===== config.mk =====
export PLATFORM = sky130hd
export DESIGN_NAME = pedestrian_hit_detector_flat
export DESIGN_NICKNAME = d
export VERILOG_FILES = /design/src/rtl/pedestrian_hit_detector_pkg.sv /design/src/rtl/pedestrian_hit_detector_if.sv /design/src/rtl/pedestrian_hit_detector_box_overlap.sv /design/src/rtl/pedestrian_hit_detector.sv /design/src/flat_wrapper.sv
export SDC_FILE = /design/constraint.sdc
export NUM_CORES = 1
export LEC_CHECK = 0
export ABC_AREA = 1
export CAP_MARGIN = 20
export CORE_MARGIN = 2
export CORE_UTILIZATION = 41
export DETAILED_ROUTE_END_ITERATION = 7
export PLACE_DENSITY = 0.68
export SLEW_MARGIN = 10
export SYNTH_ARGS = -nofsm -noshare
export SYNTH_HDL_FRONTEND = slang
export SYNTH_SLANG_ARGS = --single-unit
export TNS_END_PERCENT = 100

===== constraint.sdc =====
create_clock -name frame_clk -period 1.9 [get_ports frame_clk]
set_clock_uncertainty 0.05 [all_clocks]
set_input_delay 0.38 -clock frame_clk [delete_from_list [all_inputs] [get_ports frame_clk]]
set_output_delay 0.38 -clock frame_clk [all_outputs]
set_load 0.02 [all_outputs]

===== src/rtl/pedestrian_hit_detector_pkg.sv =====
// Shared types and helpers for the pedestrian hit detector and box overlap logic.
package ped_hit_pkg;

    typedef logic [10:0] coord_t;

    typedef enum logic [1:0] {
        ARMED,
        HIT,
        COOLDOWN
    } hit_state_t;

    localparam int unsigned TIMER_W = 10;

    typedef logic [TIMER_W-1:0] timer_t;

    // Widened to 12-bit signed so the difference of two 11-bit coordinates cannot wrap.
    function automatic logic [11:0] abs_diff(input coord_t a, input coord_t b);
        logic signed [11:0] d;
        d = $signed({1'b0, a}) - $signed({1'b0, b});
        return d[11] ? 12'(-d) : 12'(d);
    endfunction

endpackage


===== src/rtl/pedestrian_hit_detector_if.sv =====
// Bus between the game logic (master) and one pedestrian hit detector (slave).
interface pedestrian_hit_detector_if
    import ped_hit_pkg::*;
#(
    parameter int unsigned COUNT_W = 8
) ();

    logic               enable;
    coord_t             carX;
    coord_t             carY;
    coord_t             carS;
    coord_t             manX;
    coord_t             manY;
    coord_t             manS;
    logic               hit_man;
    logic               respawn;
    logic [COUNT_W-1:0] hit_count;
    logic               flash;

    modport master (
        output enable, carX, carY, carS, manX, manY, manS,
        input  hit_man, respawn, hit_count, flash
    );

    modport slave (
        input  enable, carX, carY, carS, manX, manY, manS,
        output hit_man, respawn, hit_count, flash
    );

endinterface


===== src/rtl/pedestrian_hit_detector_box_overlap.sv =====
// Combinational overlap test of two centre/half-size boxes; touching edges do not overlap.
module box_overlap
    import ped_hit_pkg::*;
(
    input  coord_t a_x,
    input  coord_t a_y,
    input  coord_t a_s,
    input  coord_t b_x,
    input  coord_t b_y,
    input  coord_t b_s,
    output logic   overlap
);

    logic [11:0] dx;
    logic [11:0] dy;
    logic [11:0] size_sum;

    assign dx       = abs_diff(a_x, b_x);
    assign dy       = abs_diff(a_y, b_y);
    assign size_sum = {1'b0, a_s} + {1'b0, b_s};
    assign overlap  = (dx < size_sum) && (dy < size_sum);

endmodule


===== src/rtl/pedestrian_hit_detector.sv =====
// Per-car pedestrian hit sequencer: ARMED -> HIT (hold) -> COOLDOWN -> ARMED.
// Optional sprite blink divider enabled by defining PED_HIT_FLASH_EN.
module pedestrian_hit_detector
    import ped_hit_pkg::*;
#(
    parameter int unsigned HOLD_FRAMES     = 60,
    parameter int unsigned COOLDOWN_FRAMES = 30,
    parameter int unsigned COUNT_W         = 8,
    parameter int unsigned FLASH_PERIOD    = 8
) (
    input logic                       frame_clk,
    input logic                       Reset,
    pedestrian_hit_detector_if.slave  bus
);

    if (HOLD_FRAMES < 1 || HOLD_FRAMES > 1023) begin : g_bad_hold
        $error("HOLD_FRAMES must be in 1..1023");
    end
    if (COOLDOWN_FRAMES < 1 || COOLDOWN_FRAMES > 1023) begin : g_bad_cool
        $error("COOLDOWN_FRAMES must be in 1..1023");
    end
    if (FLASH_PERIOD < 1 || FLASH_PERIOD > 255) begin : g_bad_flash
        $error("FLASH_PERIOD must be in 1..255");
    end

    hit_state_t         state_q, state_d;
    timer_t             timer_q, timer_d;
    logic [COUNT_W-1:0] hit_count_q, hit_count_d;
    logic               hit_man_q, respawn_q, respawn_d;
    logic               flash_q;
    logic               overlap;

    box_overlap u_overlap (
        .a_x     (bus.carX),
        .a_y     (bus.carY),
        .a_s     (bus.carS),
        .b_x     (bus.manX),
        .b_y     (bus.manY),
        .b_s     (bus.manS),
        .overlap (overlap)
    );

    always_ff @(posedge frame_clk or posedge Reset) begin
        if (Reset) begin
            state_q     <= ARMED;
            timer_q     <= '0;
            hit_count_q <= '0;
            hit_man_q   <= 1'b0;
            respawn_q   <= 1'b0;
        end else begin
            state_q     <= state_d;
            timer_q     <= timer_d;
            hit_count_q <= hit_count_d;
            hit_man_q   <= (state_d == HIT);
            respawn_q   <= respawn_d;
        end
    end

    always_comb begin
        state_d = state_q;
        unique case (state_q)
            ARMED:    if (bus.enable && overlap) state_d = HIT;
            HIT:      if (timer_q == '0)         state_d = COOLDOWN;
            COOLDOWN: if (timer_q == '0)         state_d = ARMED;
            default:                             state_d = ARMED;
        endcase
    end

    always_comb begin
        timer_d     = timer_q;
        hit_count_d = hit_count_q;
        respawn_d   = 1'b0;
        unique case (state_q)
            ARMED: begin
                if (state_d == HIT) begin
                    timer_d     = timer_t'(HOLD_FRAMES - 1);
                    hit_count_d = (&hit_count_q) ? hit_count_q : hit_count_q + 1'b1;
                end
            end
            HIT: begin
                if (state_d == COOLDOWN) begin
                    timer_d   = timer_t'(COOLDOWN_FRAMES - 1);
                    respawn_d = 1'b1;
                end else begin
                    timer_d = timer_q - 1'b1;
                end
            end
            COOLDOWN: begin
                if (state_d == COOLDOWN) timer_d = timer_q - 1'b1;
            end
            default: timer_d = '0;
        endcase
    end

`ifdef PED_HIT_FLASH_EN
    logic [7:0] div_q, div_d;
    logic       flash_d;

    // Divider restarts on HIT entry so every hit blinks with the same phase.
    always_comb begin
        div_d   = '0;
        flash_d = 1'b0;
        if (state_d == HIT) begin
            if (state_q != HIT) begin
                flash_d = 1'b1;
            end else if (div_q == 8'(FLASH_PERIOD - 1)) begin
                flash_d = ~flash_q;
            end else begin
                div_d   = div_q + 1'b1;
                flash_d = flash_q;
            end
        end
    end

    always_ff @(posedge frame_clk or posedge Reset) begin
        if (Reset) begin
            div_q   <= '0;
            flash_q <= 1'b0;
        end else begin
            div_q   <= div_d;
            flash_q <= flash_d;
        end
    end
`else
    always_ff @(posedge frame_clk or posedge Reset) begin
        if (Reset) flash_q <= 1'b0;
        else       flash_q <= (state_d == HIT);
    end
`endif

    assign bus.hit_man   = hit_man_q;
    assign bus.respawn   = respawn_q;
    assign bus.hit_count = hit_count_q;
    assign bus.flash     = flash_q;

endmodule


===== src/flat_wrapper.sv =====
// flat-port wrapper written by rule: the top's interface ports become plain ports
module pedestrian_hit_detector_flat import ped_hit_pkg::*;
#(
    parameter int unsigned HOLD_FRAMES     = 60,
    parameter int unsigned COOLDOWN_FRAMES = 30,
    parameter int unsigned COUNT_W         = 8,
    parameter int unsigned FLASH_PERIOD    = 8
)
  (frame_clk, Reset, bus_enable, bus_carX, bus_carY, bus_carS, bus_manX, bus_manY, bus_manS, bus_hit_man, bus_respawn, bus_hit_count, bus_flash);
  pedestrian_hit_detector_if #(.COUNT_W(COUNT_W)) bus_i ();
  input logic frame_clk;
  input logic Reset;
  input wire logic [$bits(bus_i.enable)-1:0] bus_enable;
  input wire logic [$bits(bus_i.carX)-1:0] bus_carX;
  input wire logic [$bits(bus_i.carY)-1:0] bus_carY;
  input wire logic [$bits(bus_i.carS)-1:0] bus_carS;
  input wire logic [$bits(bus_i.manX)-1:0] bus_manX;
  input wire logic [$bits(bus_i.manY)-1:0] bus_manY;
  input wire logic [$bits(bus_i.manS)-1:0] bus_manS;
  output wire logic [$bits(bus_i.hit_man)-1:0] bus_hit_man;
  output wire logic [$bits(bus_i.respawn)-1:0] bus_respawn;
  output wire logic [$bits(bus_i.hit_count)-1:0] bus_hit_count;
  output wire logic [$bits(bus_i.flash)-1:0] bus_flash;
  assign bus_i.enable = bus_enable;
  assign bus_i.carX = bus_carX;
  assign bus_i.carY = bus_carY;
  assign bus_i.carS = bus_carS;
  assign bus_i.manX = bus_manX;
  assign bus_i.manY = bus_manY;
  assign bus_i.manS = bus_manS;
  assign bus_hit_man = bus_i.hit_man;
  assign bus_respawn = bus_i.respawn;
  assign bus_hit_count = bus_i.hit_count;
  assign bus_flash = bus_i.flash;
  pedestrian_hit_detector #(.HOLD_FRAMES(HOLD_FRAMES), .COOLDOWN_FRAMES(COOLDOWN_FRAMES), .COUNT_W(COUNT_W), .FLASH_PERIOD(FLASH_PERIOD)) u_core (.frame_clk(frame_clk), .Reset(Reset), .bus(bus_i));
endmodule

==> impl_metrics.csv, run 1 <==
group,metric,value,unit
run_status,status,"complete, but fails checks",
run_status,violations,"setup timing",
synthesis,syn-cell-area,4060,µm²
global_routing,grt_use_total,23.6,%
cells_and_area,finalInstanceArea,6950,µm²
synthesis,yosysTopAreaCellShare,18.5,%
synthesis,yosys_warnings,0,
route,top_layer,"met4",
worst_setup_path,slowest_stage,"fa_2",
sta,worst_slew_pin_slew,514,ps
cells_and_area,mostFrequentLayoutCells,"nand2_1, buf_4, inv_1",
global_routing,grt_max_degree,23,
cells_and_area,final_common_cell,"nand2_1",
sta,period_minus_slack,3510,ps
floorplanning,floorplan.initialDensity,42.0,%
synthesis,synth_nets,768,
run,cap_violations,0,
global_routing,first_global_vias,5147,
cells_and_area,fill_cells,749,
placed_design,place_area,5770,µm²
worst_setup_path,worst_setup_path_end_kind,"flip-flop",
synthesis,yosys.area.top_type,"ha_1",
sta,layout_setup_ws,-1610,ps
route,wl_per_cell,12.8,µm
global_routing,grt_pass1_wl,21900,µm
sta,relSlewSlack,65.5,%
route,wirelength,12600,µm
clock_network,htreeDepth,1,
clock_network,cts_sinks,22,
synthesis,synth_seq_area_share,13.5,%
route,dr.pass1.iters,5,
global_routing,antenna_found_initial,0,
sta,min_period_over_period,185,%
route,met2WireLength,6710,µm
clock_network,cts_buffer_depth,2,
cells_and_area,nNetsFinal,982,
worst_setup_path,arrival,3610,ps
cells_and_area,diodes,0,
global_routing,grt_overflow,0,
clock_network,cts_root_buf,"clkbuf_8",
sta,rsz0062_at_grt,"yes",
placed_design,dpl.hpwl,8670,µm
worst_setup_path,critPathMaxFanout,7,
floorplanning,die_area,10700,µm²
clock_network,cts_tree,"done",
clock_network,clk_pin_slew,80,ps
worst_setup_path,start_kind,"primary input",
route,drt_iter0_markers,141,
route,detail_route.drc_violations,0,
cells_and_area,syn_to_final_growth,70.9,%
synthesis,syn-instance-count,636,
worst_setup_path,rr_worst_depth,8,
worst_setup_path,path_common_cell,"nand2_1",
synthesis,synth_seq_cells,22,
floorplanning,core_region_area,9680,µm²
worst_setup_path,rr_startpoint,"u_core.bus.hit_count[1]",
worst_setup_path,reg2reg_to,"u_core.bus.hit_count[1]",
sta,hold_viol_final,0,
floorplanning,die_width,104,µm
hold_path,min_path_type,"primary input to asynchronous set/reset pin",
cells_and_area,finalCoreUtilization,71.7,%
synthesis,ys_types,44,
placed_design,portBuffers,79,
route,ant_nets,0,
route,via_per_inst,4.99,
route,met3_length,397,µm
clock_network,numCtsBuffers,3,
placed_design,place.gp.congestion,0.874,
route,via_count,4897,
sta,holdWs,397,ps
synthesis,synth_area_per_cell,6.39,µm²
route,met1Wirelength,4980,µm
worst_setup_path,path_class,"primary input to flip-flop",
pwr,ir_drop,0.469,mV
sta,fin_setup_tns,-31130,ps
clock_network,clkLatencyLatePin,270,ps
worst_setup_path,regToRegSetupSlack,-140,ps
worst_setup_path,cp.required,2000,ps
worst_setup_path,slowest_delay,460,ps
placed_design,place_ws,-2380,ps
clock_network,cts.hold.buffers_added,0,
pwr,p_leak,3.45,nW
sta,setup_viol,20,
cells_and_area,final_layout_size_suffix_gt1_share,40.9,%
sta,max_freq,0.285,GHz
synthesis,synth.area.top_cells,"ha_1, nand2_1, dfrtp_1",
pwr,power.density,727,nW/µm²
floorplanning,io_pins,80,
floorplanning,die_h,104,µm
floorplanning,rows,36,
sta,report.final.slew_viol_count,0,
-- synth_stat cells, drive strengths merged --
cell type and n:
a31oi 2, nand4 14, ha 60, xor2 25, nor3 14, o211ai 1
a21o 2, nand3 44, inv 109, a21oi 35, o32ai 2, o22ai 1
nand2 188, or2 2, xnor2 13, dfrtp 22, o31ai 1, buf 4
o21ai 33, a21boi 1, nor2 49, o21bai 2, nor4 1, fa 3
and3 2, and2 1, o2111ai 1, nand3b 4
-- critical path: cells and delay by family --
| family | cells | cell delay, ps |
|---|---|---|
| xor gates and xnor gates | 1 | 200 |
| adders and majority gates | 3 | 850 |
| and+or+nand+nor | 15 | 1430 |
| AOI/OAI and AO/OA | 1 | 70 |
| buffers and inverters | 7 | 670 |
-- worst max-delay path by stage --
stage / from / endpoint / slack, ps
floorplan: bus_carX[0] / u_core.timer_q[6] / -1540
global placement: bus_carX[0] / u_core.bus.hit_count[3] / -2220
detailed placement: bus_carX[0] / u_core.bus.hit_count[3] / -2380
CTS: bus_carY[0] / u_core.timer_q[9] / -1440
global route: bus_carX[0] / u_core.timer_q[1] / -1780
finish: bus_carX[0] / u_core.bus.hit_count[1] / -1610
-- sequential cells by signal, summed over array words and instances, names as in the netlist --
register / cells
u_core.timer_q: 10
u_core.bus.hit_count: 8
u_core.state_q: 2
u_core.bus.flash: 1
u_core.bus.respawn: 1
-- where the power goes --
group | internal [mW] | total (mW) | switching, mW
registers | 0.655 | 0.882 | 0.227
clock network | 0.185 | 0.346 | 0.161
logic | 1.78 | 3.82 | 2.04
-- cells by family (layout without fill, tap and decap cells) --
kind of cell	count (synthesis)	after routing	share of synthesized area, %
and+or+nand+nor	319	320	35.1
buffers and inverters	113	324	11.0
AOI/OAI and AO/OA	81	82	11.9
adders and majority gates	63	63	20.0
xor gates and xnor gates	38	38	8.56
DFF	22	22	13.5
-- metrics by stage --
stage	total power, mW	std cells
after detailed placement	3.93	940
after CTS	4.90	978
after global routing	5.52	982
final	5.05	982
after global placement	3.82	940
after floorplan	2.84	636
-- per-layer routing --
metal,track usage [%],vias up
met4,9.17,0
met1,25.6,2234
met2,46.2,129
li1,-,2487
met3,2.77,47
met5,0,-
-- timing repair --
action	CTS	global route
endpoints found under the setup margin	20	20
pin swaps	113	13
resized for setup	267	11
endpoints found under the hold margin	0	0
cloned	3	0
buffers inserted	31	4
-- area by class of cell --
| type | count | area (µm²) | area share [%] |
|---|---|---|---|
| clock buffer | 4 | 55.1 | 0.793 |
| inverter | 109 | 434 | 6.25 |
| multi-input combinational | 503 | 3960 | 57.0 |
| sequential | 22 | 551 | 7.93 |
| tap | 133 | 166 | 2.40 |
| timing repair buffer | 210 | 1780 | 25.6 |
| timing repair inverter | 1 | 7.51 | 0.108 |
Power figures use the tool's default switching activity.
==> run 2, diff against run 1 <==
CAP_MARGIN = default   (was 20)
==> results of run 2 <==
The final DEF is identical to that of run 1; final timing and power are the same.
==> run 3, diff against run 2 <==
MAX_ROUTING_LAYER = met4   (was default)
==> impl_metrics.csv, run 3 (same netlist as run 1, synthesis figures left out) <==
group,metric,value,unit
cells_and_area,stdcell_count,977,
placed_design,place_ws,-2370,ps
hold_path,min_path_type,"primary input to asynchronous set/reset pin",
sta,rsz0062_at_grt,"yes",
clock_network,cts_buffer_depth,2,
cells_and_area,final_common_cell,"nand2_1",
worst_setup_path,arrival,3670,ps
sta,min_period_over_period,188,%
floorplanning,core_region_area,9680,µm²
sta,fin_setup_tns,-31710,ps
worst_setup_path,worst_setup_path_end_kind,"flip-flop",
cells_and_area,top_register,"u_core.timer_q",
cells_and_area,fill_cells,743,
sta,holdWs,387,ps
cells_and_area,syn_to_final_growth,70.2,%
pwr,ir_drop,0.435,mV
pwr,p_clk_share,8.9,%
floorplanning,die_area,10700,µm²
floorplanning,die_width,104,µm
worst_setup_path,cp.required,2010,ps
run_status,status,"complete, but fails checks",
pwr,comb_power_share,73.8,%
cells_and_area,finalInstanceArea,6920,µm²
run_status,violations,"setup timing",
pwr,switchingPower,2.42,mW
cells_and_area,multi_input_area,3910,µm²
cells_and_area,nNetsFinal,977,
sta,worst_slew_pin_slew,522,ps
clock_network,clk_pin_slew,90,ps
placed_design,portBuffers,79,
worst_setup_path,start_kind,"primary input",
global_routing,grt_max_degree,23,
route,wl_per_cell,12.3,µm
route,ant_nets,0,
sta,period_minus_slack,3570,ps
cells_and_area,finalCoreUtilization,71.4,%
sta,max_freq,0.280,GHz
pwr,p_leak,3.46,nW
cells_and_area,final_layout_size_suffix_gt1_share,39.9,%
global_routing,antenna_found_initial,0,
cells_and_area,mostFrequentLayoutCells,"nand2_1, buf_4, inv_1",
global_routing,first_global_vias,4830,
sta,relSlewSlack,64.9,%
floorplanning,floorplan.initialDensity,42.0,%
placed_design,place.gp.congestion,0.863,
cells_and_area,largest_reg_flops,10,
global_routing,grt_use_total,22.3,%
route,via_count,4903,
pwr,power.density,741,nW/µm²
floorplanning,rows,36,
sta,setup_viol,20,
worst_setup_path,critPathLaunch,"bus_carX[0]",
worst_setup_path,rr_startpoint,"u_core.bus.hit_count[0]",
clock_network,cts_sinks,22,
cells_and_area,regArea,551,µm²
sta,hold_viol_final,0,
worst_setup_path,regToRegSetupSlack,-50,ps
run,cap_violations,0,
pwr,netSwitchingFraction,47.1,%
global_routing,grt_overflow,0,
placed_design,dpl.hpwl,8760,µm
pwr,seqPwrFrac,17.3,%
clock_network,cts_root_buf,"clkbuf_8",
clock_network,cts.hold.buffers_added,0,
pwr,fin_total_pwr,5.13,mW
route,detail_route.drc_violations,0,
clock_network,htreeDepth,1,
clock_network,cts_tree,"done",
worst_setup_path,path_class,"primary input to flip-flop",
clock_network,clkLatencyLatePin,270,ps
pwr,p_int,2.71,mW
sta,report.final.slew_viol_count,0,
route,via_per_inst,5.02,
worst_setup_path,critPathMaxFanout,6,
clock_network,numCtsBuffers,3,
placed_design,place_area,5770,µm²
route,drt_iter0_markers,166,
cells_and_area,diodes,0,
global_routing,grt_pass1_wl,20300,µm
route,dr.pass1.iters,4,
floorplanning,die_h,104,µm
placed_design,dp.cells,940,
sta,layout_setup_ws,-1670,ps
route,wirelength,12000,µm
floorplanning,io_pins,80,
==> run 3: changes by cell type in the layout (fill, tap and decap cells not counted), sizes merged <==
| cell | previous run | this run |
|---|---|---|
| clkbuf | 4 | 3 |
| dlygate4sd2 | 32 | 25 |
| buf | 135 | 130 |
| bufinv | 0 | 1 |
| dlymetal6s2s | 0 | 3 |
| clkdlybuf4s50 | 41 | 45 |
==> run 3: per-layer routing <==
metal	routed length, µm	global-route usage (%)	vias to the layer above
met5	0	-	-
met4	274	4.73	0
met3	432	2.27	33
met2	6490	43.2	118
met1	4790	24.5	2275
li1	-	-	2477
==> run 3: final cells by class <==
| cell class | count | share of cell area (%) |
|---|---|---|
| Multi-Input combinational cell | 503 | 56.6 |
| Tap cell | 133 | 2.41 |
| Clock inverter | 1 | 0.434 |
| Clock buffer | 3 | 0.597 |
| Sequential cell | 22 | 7.96 |
| Inverter | 109 | 6.31 |
| Timing Repair Buffer | 205 | 25.6 |
| Timing Repair inverter | 1 | 0.109 |
==> run 3: worst paths after layout <==
path,end,cells after the start
max in group asynchronous,u_core.timer_q[7],3
hold reg to reg,u_core.timer_q[0],2
setup / recovery,u_core.bus.hit_count[0],26
hold / removal,u_core.bus.hit_count[5],3
min in group frame_clk,u_core.timer_q[0],2
setup reg to reg,u_core.bus.hit_count[1],8
==> run 3: what timing repair did <==
action                     in CTS  in global routing
setup endpoints to repair      20                 20
gates resized for setup       208                 64
gates cloned                    4                  0
pin swaps                     114                 46
buffers inserted               19                 10
==> run 3: critical path: stages <==
cell and delay (ps):
buf_8 110, inv_12 40, ha_4 120, inv_4 30, fa_2 380, nand3_4 90
nand3_4 100, xnor2_2 200, buf_4 140, buf_4 110, nand3_2 100, buf_4 150
o21ai_2 110, xor2_1 100, ha_1 200, nand2_1 60, inv_1 40, o21ai_2 120
o21ai_2 80, nor3_2 250, nand3_4 150, buf_12 150, nor2_4 90, nand2_4 100
buf_6 130, xor2_1 140
==> run 3: power groups by stage <==
| stage | Clock (mW) | Combinational (mW) | Sequential, mW |
|---|---|---|---|
| 3_3_place_gp | 0 | 2.95 | 0.868 |
| 6_report | 0.454 | 3.78 | 0.889 |
| 4_1_cts | 0.458 | 3.49 | 0.871 |
| 2_1_floorplan | 0 | 1.93 | 0.917 |
| 3_5_place_dp | 0 | 3.05 | 0.882 |
| 5_1_grt | 0.482 | 4.19 | 0.921 |
